[src/rtl/gate_sweep_sequencer_if.sv]
// Handshake and result bundle between a gate sweep sequencer and whatever drives it.
// The master side owns start/func_sel and the gate-under-test output y.
interface gate_sweep_sequencer_if #(
   parameter int N_IN  = 2,
   parameter int ERR_W = 4
);
   logic             start;
   logic [1:0]       func_sel;
   logic             y;
   logic [N_IN-1:0]  x;
   logic             busy;
   logic             done;
   logic             pass;
   logic [ERR_W-1:0] err_cnt;
   logic [N_IN-1:0]  first_fail;
   logic             fail_seen;

   modport master (
      output start, func_sel, y,
      input  x, busy, done, pass, err_cnt, first_fail, fail_seen
   );

   modport slave (
      input  start, func_sel, y,
      output x, busy, done, pass, err_cnt, first_fail, fail_seen
   );
endinterface

[src/rtl/gate_sweep_sequencer.sv]
// Sweeps every input combination of a small combinational gate, waits for it to settle,
// and checks its output against a selectable golden NOR/NAND/AND/OR function.
module gate_sweep_sequencer #(
   parameter int N_IN   = 2,
   parameter int SETTLE = 2,
   parameter int ERR_W  = 4
) (
   input logic                  clk,
   input logic                  rst,
   gate_sweep_sequencer_if.slave bus
);

   localparam logic [2:0] ST_IDLE   = 3'd0;
   localparam logic [2:0] ST_DRIVE  = 3'd1;
   localparam logic [2:0] ST_WAIT   = 3'd2;
   localparam logic [2:0] ST_SAMPLE = 3'd3;
   localparam logic [2:0] ST_DONE   = 3'd4;

   localparam int CNT_W = (SETTLE < 2) ? 1 : $clog2(SETTLE + 1);

   // vec carries one spare MSB so the last vector is detected without ever wrapping
   localparam logic [N_IN:0]    LAST_VEC = {1'b0, {N_IN{1'b1}}};
   localparam logic [ERR_W-1:0] ERR_MAX  = {ERR_W{1'b1}};

   logic [2:0]       state;
   logic [N_IN:0]    vec;
   logic [CNT_W-1:0] cnt;
   logic [N_IN-1:0]  x_q;
   logic             busy_q;
   logic             pass_q;
   logic [ERR_W-1:0] err_q;
   logic [N_IN-1:0]  first_fail_q;
   logic             fail_seen_q;
   logic             exp_bit;
   logic             mismatch;

   always_comb begin
      exp_bit = 1'b0;
      case (bus.func_sel)
         2'b00:   exp_bit = ~(|x_q);
         2'b01:   exp_bit = ~(&x_q);
         2'b10:   exp_bit = &x_q;
         default: exp_bit = |x_q;
      endcase
   end

   // Case inequality so an undriven or unknown gate output is always a failure
   assign mismatch = (bus.y !== exp_bit);

   always_ff @(posedge clk) begin
      if (rst) begin
         state        <= ST_IDLE;
         vec          <= '0;
         cnt          <= '0;
         x_q          <= '0;
         busy_q       <= 1'b0;
         pass_q       <= 1'b0;
         err_q        <= '0;
         first_fail_q <= '0;
         fail_seen_q  <= 1'b0;
      end else begin
         case (state)
            ST_IDLE: begin
               if (bus.start) begin
                  err_q        <= '0;
                  first_fail_q <= '0;
                  fail_seen_q  <= 1'b0;
                  pass_q       <= 1'b0;
                  vec          <= '0;
                  busy_q       <= 1'b1;
                  state        <= ST_DRIVE;
               end
            end

            ST_DRIVE: begin
               x_q    <= vec[N_IN-1:0];
               cnt    <= CNT_W'(SETTLE);
               busy_q <= 1'b1;
               state  <= (SETTLE == 0) ? ST_SAMPLE : ST_WAIT;
            end

            ST_WAIT: begin
               cnt <= cnt - CNT_W'(1);
               if (cnt == CNT_W'(1)) begin
                  state <= ST_SAMPLE;
               end
            end

            ST_SAMPLE: begin
               if (mismatch) begin
                  if (err_q != ERR_MAX) begin
                     err_q <= err_q + ERR_W'(1);
                  end
                  if (!fail_seen_q) begin
                     first_fail_q <= x_q;
                     fail_seen_q  <= 1'b1;
                  end
               end
               if (vec == LAST_VEC) begin
                  busy_q <= 1'b0;
                  state  <= ST_DONE;
               end else begin
                  vec   <= vec + 1'b1;
                  state <= ST_DRIVE;
               end
            end

            ST_DONE: begin
               pass_q <= (err_q == '0);
               state  <= ST_IDLE;
            end

            default: begin
               state <= ST_IDLE;
            end
         endcase
      end
   end

   assign bus.x          = x_q;
   assign bus.busy       = busy_q;
   assign bus.done       = (state == ST_DONE);
   assign bus.pass       = pass_q;
   assign bus.err_cnt    = err_q;
   assign bus.first_fail = first_fail_q;
   assign bus.fail_seen  = fail_seen_q;

endmodule

[src/flat_wrapper.sv]
// flat-port wrapper written by rule: the top's interface ports become plain ports
module gate_sweep_sequencer_flat 
#(
   parameter int N_IN   = 2,
   parameter int SETTLE = 2,
   parameter int ERR_W  = 4
)
  (clk, rst, bus_start, bus_func_sel, bus_y, bus_x, bus_busy, bus_done, bus_pass, bus_err_cnt, bus_first_fail, bus_fail_seen);
  gate_sweep_sequencer_if #(.N_IN(N_IN), .ERR_W(ERR_W)) bus_i ();
  input logic clk;
  input logic rst;
  input wire logic [$bits(bus_i.start)-1:0] bus_start;
  input wire logic [$bits(bus_i.func_sel)-1:0] bus_func_sel;
  input wire logic [$bits(bus_i.y)-1:0] bus_y;
  output wire logic [$bits(bus_i.x)-1:0] bus_x;
  output wire logic [$bits(bus_i.busy)-1:0] bus_busy;
  output wire logic [$bits(bus_i.done)-1:0] bus_done;
  output wire logic [$bits(bus_i.pass)-1:0] bus_pass;
  output wire logic [$bits(bus_i.err_cnt)-1:0] bus_err_cnt;
  output wire logic [$bits(bus_i.first_fail)-1:0] bus_first_fail;
  output wire logic [$bits(bus_i.fail_seen)-1:0] bus_fail_seen;
  assign bus_i.start = bus_start;
  assign bus_i.func_sel = bus_func_sel;
  assign bus_i.y = bus_y;
  assign bus_x = bus_i.x;
  assign bus_busy = bus_i.busy;
  assign bus_done = bus_i.done;
  assign bus_pass = bus_i.pass;
  assign bus_err_cnt = bus_i.err_cnt;
  assign bus_first_fail = bus_i.first_fail;
  assign bus_fail_seen = bus_i.fail_seen;
  gate_sweep_sequencer #(.N_IN(N_IN), .SETTLE(SETTLE), .ERR_W(ERR_W)) u_core (.clk(clk), .rst(rst), .bus(bus_i));
endmodule
[config.mk]
export PLATFORM = sky130hd
export DESIGN_NAME = gate_sweep_sequencer_flat
export DESIGN_NICKNAME = d
export VERILOG_FILES = /design/src/rtl/gate_sweep_sequencer_if.sv /design/src/rtl/gate_sweep_sequencer.sv /design/src/flat_wrapper.sv
export SDC_FILE = /design/constraint.sdc
export NUM_CORES = 1
export LEC_CHECK = 0
export ABC_AREA = 1
export CAP_MARGIN = 20
export CORE_MARGIN = 5
export CORE_UTILIZATION = 40
export CTS_BUF_LIST = sky130_fd_sc_hd__clkbuf_2
export DETAILED_ROUTE_END_ITERATION = 6
export GPL_TIMING_DRIVEN = 0
export SYNTH_ARGS = -nofsm -noshare
export SYNTH_HDL_FRONTEND = slang
export SYNTH_SLANG_ARGS = --single-unit
[constraint.sdc]
create_clock -name clk -period 1.4 [get_ports clk]
set_input_delay 0.21 -clock clk [delete_from_list [all_inputs] [get_ports clk]]
set_output_delay 0.21 -clock clk [all_outputs]
set_load 0.02 [all_outputs]
After elaboration in Yosys (flattened, before gate mapping)

Index checks and enable logic that the tools add are counted.

Bitwise operators: 2
Add/sub/neg operators: 3
Eq/ne operators: 17
Muxes and demuxes: 24
Reductions and logical operators: 16

Operator list:

| cell                                                                     | count |
|---|---|
| 3-bit 2-to-1 mux                                                         | 5 |
| 4-bit 2-to-1 mux                                                         | 3 |
| 3-bit case mux with 4 select lines                                       | 1 |
| 3-bit by 2-bit == test with 1-bit output (second input constant)         | 3 |
| 3-bit AND reduction                                                      | 3 |
| 2-bit by 1-bit inequality test with 1-bit output (second input constant) | 4 |
| 2-bit case mux with 2 select lines                                       | 2 |
| 4-bit case mux with 2 select lines                                       | 1 |
| 4-bit AND reduction                                                      | 2 |
| 2-bit 2-to-1 mux                                                         | 3 |
| 2-bit inequality test (second input constant)                            | 3 |
| 1-bit case mux with 3 select lines                                       | 2 |
| 3-bit case mux with 2 select lines                                       | 1 |
| 2-bit AND reduction                                                      | 3 |
| 2-bit nonzero test                                                       | 3 |
| 4-bit by 1-bit adder with 4-bit output (second input constant)           | 1 |
| 2-bit by 1-bit == test with 1-bit output (second input constant)         | 2 |
| 4-bit logical NOT                                                        | 1 |
| 1-bit 2-to-1 mux                                                         | 4 |
| 4-bit inequality test (second input constant)                            | 1 |
| 1-bit case mux with 2 select lines                                       | 2 |
| 3-bit by 1-bit adder with 3-bit output (second input constant)           | 1 |
| 3-bit by 1-bit == test with 1-bit output (second input constant)         | 1 |
| 3-bit == test (second input constant)                                    | 1 |
| other kinds (8)                                                          | 9 |

Input port bits: 6
Word-level logic and storage cells: 71
Output and inout port bits: 12
Register bits: 19

Longest topological paths before layout

Gate-level depths: netlist (run 1).

Depth in word-level cells: 6
Mapped depth: 11
Depth with buffers taken out: 11

Worst setup path before layout (run 1)

Ideal clock, no wire load.

Path kind: reg-to-reg
Start point: register u_core.err_q[0] (netlist: u_core.bus.err_cnt[0])
End point: register u_core.err_q[0] (netlist: u_core.bus.err_cnt[0])
Clock period less this slack: 1.370 ns
Setup time: 0.116 ns
Setup slack: 0.030 ns
Arrival time: 1.254 ns
Stages on the path, launching flop included: 9
Cell sequence: dfxtp_1 > ha_1 > nand2_1 > nor2_1 > a22oi_2 > nand2_2 > clkinv_2 > nor2_1 > nor2_1

Word-level cells in the longest chain between the ends: 4

Ends and longest elaborated chain:

| element                                | RTL line                   | text |
|---|---|---|
| start, declared                        | gate_sweep_sequencer.sv:31 | `logic [ERR_W-1:0] err_q;` |
| start signal, assigned                 | gate_sweep_sequencer.sv:92 | `err_q <= err_q + ERR_W'(1);` |
| 4-bit by 1-bit adder with 4-bit output | gate_sweep_sequencer.sv:92 |  |
| 4-bit 2-to-1 mux                       | gate_sweep_sequencer.sv:91 | `if (err_q != ERR_MAX) begin` |
| 4-bit 2-to-1 mux                       | gate_sweep_sequencer.sv:90 | `if (mismatch) begin` |
| 4-bit case mux with 2 select lines     | gate_sweep_sequencer.sv:62 | `case (state)` |

Parallel ways exist; a longest one is shown, timed or not. The select of a mux whose other input is x is not followed.
A chain may end at the register's enable or synchronous reset.

Final worst setup path (run 1)

Start point: register u_core.state[2]
End point: register u_core.vec[2]

Word-level cells in the longest chain between the ends: 3

Ends and longest elaborated chain:

| element                                                                       | RTL line                    | text |
|---|---|---|
| start, declared                                                               | gate_sweep_sequencer.sv:25  | `logic [2:0] state;` |
| start signal, assigned                                                        | gate_sweep_sequencer.sv:79  | `state <= (SETTLE == 0) ? ST_SAMPLE : ST_WAIT;` |
| 3-bit by 2-bit == test with 1-bit output or 3-bit logical NOT (tied branches) | gate_sweep_sequencer.sv:62  |  |
| 2-bit inequality test (no source line) or 2-bit nonzero test (tied branches)  | --                          |  |
| 3-bit AND reduction (no source line)                                          | --                          |  |
| end signal, assigned                                                          | gate_sweep_sequencer.sv:103 | `vec <= vec + 1'b1;` |
| end, declared                                                                 | gate_sweep_sequencer.sv:26  | `logic [N_IN:0] vec;` |

Parallel ways exist; a longest one is shown, timed or not.

==> results.yml, run 1 <==
floorplan:
  dieWidth_um: 58.95
  start_util: 0.4251
  core_area_mm2: 0.002255
  io_pins: 18
  die_area_mm2: 0.003475
  die_h_um: 58.95
  num_rows: 17
timing:
  max_freq_ghz: 0.7514
  rsz0062_at_grt: "yes"
  setup_viol: 0
  fin_setup_tns_ns: 0
  slew_viol_final: 0
  hold_viol_final: 0
  relSlewSlack: 0.6800
  tightest_slew_ns: 0.4800
  timing.final.crit_period_ns: 1.331
  post-route-period-util: 0.9505
  fin_skew_ns: 0.003386
setup_path:
  cp_cell_sequence: "inv_4 -> nand3_4 -> buf_4 -> nor2_2 -> inv_1 -> or2_0 -> a21oi_1"
  crit_buf_inv: 3
  criticalPathCategory: "reg2reg"
  cp_max_fo: 8
  critical-path-max-stage-delay_ns: 0.39
  crit_arrival_ns: 1.58
  cp_top_family: "simple AND/OR/NAND/NOR gates"
  slowest_stage: "dfxtp_2"
  end_kind: "register"
  crit_required_ns: 1.65
  worstSetupStartpointType: "register"
pwr:
  p_per_area_mw_per_mm2: 1276
  peakVddDrop_mv: 0.7184
  total_power_mw: 1.726
  power_leakage_nw: 0.5831
layout:
  layout_common_cells: "nand2_1, inv_1, nor2_1, a21oi_1, dlygate4sd2_1"
  utilization: 0.5999
  final_cells: 188
  syn_to_final_growth_pct: 41.12
  diodes: 0
  final_nets: 172
  final_common_cell: "nand2_1"
  drive_gt1_frac: 0.3125
placed_design:
  io_buffers: 17
  gp_congestion: 0.7907
  dpl.cell_count: 176
  dp_hpwl_mm: 1.535
cts:
  clock_sinks: 19
  clockBufferDepth: 2
  clk_pin_slew_ns: 0.19
  clock_latency_ns: 0.31
  cts_tree: "done"
  root_buffer: "clkbuf_2"
  cts_made_buffers: 3
  htree_levels: 1
synth:
  synth_seq_cells: 19
  yosysWarnings: 0
  syn_area_um2: 958.4
  synthCells: 131
  synth_fp_nets: 142
  ys_seq_area_frac: 0.3969
  avgSynthCellArea_um2: 7.316
  yosysUniqueCellTypes: 25
route:
  post-route-drc-count: 0
  firstDrtPassIters: 4
  drtAntennaViolNets: 0
  wl_per_cell_um: 11.52
  viasPerCell: 4.824
  totalWireLength_mm: 2.165
  drtIter0Drc: 18
  vias: 907
job:
  cap_violations: 0
global_route:
  grt_usage: 0.1250
  grt_pass1_vias: 792
  antenna_found_initial: 0
  overflow: 0
  grt_pass1_wl_mm: 3.339
  grt_max_degree: 12
min_path:
  hold_class: "reg2reg"
run_status:
  status: "finished, final reports clean"
==> tightest hold or removal path: stages, from the launching register on <==
cell and delay (ns):
dfxtp_1 0.35, nand2_1 0.06, a21oi_1 0.05
==> logic make-up after synthesis <==
kind of cell,Yosys count,synth area share
AOI/OAI and AO/OA,24,0.1436
xor gates and xnor gates,1,0.009140
buffers and inverters,21,0.08485
and+or+nand+nor,61,0.3003
adders and majority gates,5,0.06527
DFF,19,0.3969
==> final cells by class <==
class | count | area (um2)
fillers | 230 | 902.1
multi-input cells | 91 | 591.8
flip-flops and latches | 19 | 401.6
repair buffers | 25 | 217.7
inverters | 20 | 82.58
well taps | 28 | 35.03
clock buffers | 3 | 15.01
clock inverters | 1 | 5.005
plain buffers | 1 | 3.754
==> layer usage <==
layer | up-vias | part of all wire | global-route usage
li1 | 486 | - | -
met4 | 0 | 0.0055 | 0.05825
met3 | 2 | 0.062 | 0.02632
met5 | - | 0 | 0
met2 | 19 | 0.46 | 0.1830
met1 | 400 | 0.47 | 0.1737
==> repair_timing <==
item | in CTS | in global routing
hold buffers | 0 | 0
pin swaps | 0 | 10
setup endpoints to repair | 13 | 12
gates resized for setup | 19 | 43
buffers inserted | 0 | 8
==> sequential cells by signal, indices dropped and copies added (netlist names) <==
signal,count
u_core.state,3
u_core.cnt,2
u_core.bus.busy,1
u_core.bus.x,2
u_core.bus.first_fail,2
u_core.vec,3
u_core.bus.fail_seen,1
u_core.bus.pass,1
u_core.bus.err_cnt,4
==> report_power, final <==
| group | internal (mW) | switching (mW) | total, mW |
|---|---|---|---|
| Clock | 0.0648 | 0.178 | 0.242 |
| Combinational | 0.289 | 0.432 | 0.721 |
| Sequential | 0.651 | 0.112 | 0.763 |
| Total | 1.00 | 0.721 | 1.73 |
==> final timing paths <==
path	depth (start not counted)	from	to	slack [ns]
max	7	u_core.state[2]$_SDFFE_PP0P_	u_core.vec[2]$_SDFFE_PP0P_	0.07
min	2	u_core.bus.first_fail[1]$_SDFFE_PP0P_	u_core.bus.first_fail[1]$_SDFFE_PP0P_	0.47
max reg2reg	7	u_core.state[2]$_SDFFE_PP0P_	u_core.vec[2]$_SDFFE_PP0P_	0.07
min reg2reg	2	u_core.bus.first_fail[1]$_SDFFE_PP0P_	u_core.bus.first_fail[1]$_SDFFE_PP0P_	0.47
==> per-stage QoR <==
stage,hold WS (ns),cell area (um2),worst slack (ns)
finish,0.4737,1353,0.06923
global route,0.4709,1353,-0.02337
CTS,0.4758,1174,0.002499
detailed placement,0.4553,1164,-0.1605
global placement,0.4518,1164,-0.1651
floorplan,0.2880,958.4,0.03037
==> cells in the mapped netlist <==
cell | instances | area share
a22oi_2 | 1 | 0.013
nor3_1 | 2 | 0.010
nand3_4 | 1 | 0.018
nor3b_1 | 1 | 0.0078
nand4_1 | 2 | 0.013
xor2_1 | 1 | 0.0091
clkinv_2 | 2 | 0.010
a211oi_1 | 1 | 0.0078
nand2_2 | 1 | 0.0065
inv_1 | 18 | 0.070
nor2_1 | 16 | 0.063
o21ai_0 | 8 | 0.042
a21oi_1 | 11 | 0.057
nand3_2 | 2 | 0.021
dfxtp_1 | 19 | 0.40
nand3_1 | 7 | 0.037
nor2_2 | 1 | 0.0065
clkbuf_1 | 1 | 0.0039
a31oi_1 | 1 | 0.0065
a311oi_1 | 1 | 0.0091
ha_1 | 5 | 0.065
or2_2 | 2 | 0.013
or2_0 | 1 | 0.0065
a22oi_1 | 1 | 0.0078
nand2_1 | 25 | 0.098
Note: power is estimated with default switching activity, not from simulation.
==> run 2, diff against run 1 <==
ABC_CLOCK_PERIOD_IN_PS = 1400   (was not set)
==> results of run 2 <==
No change in the layout: final DEF, timing and power equal those of run 1.
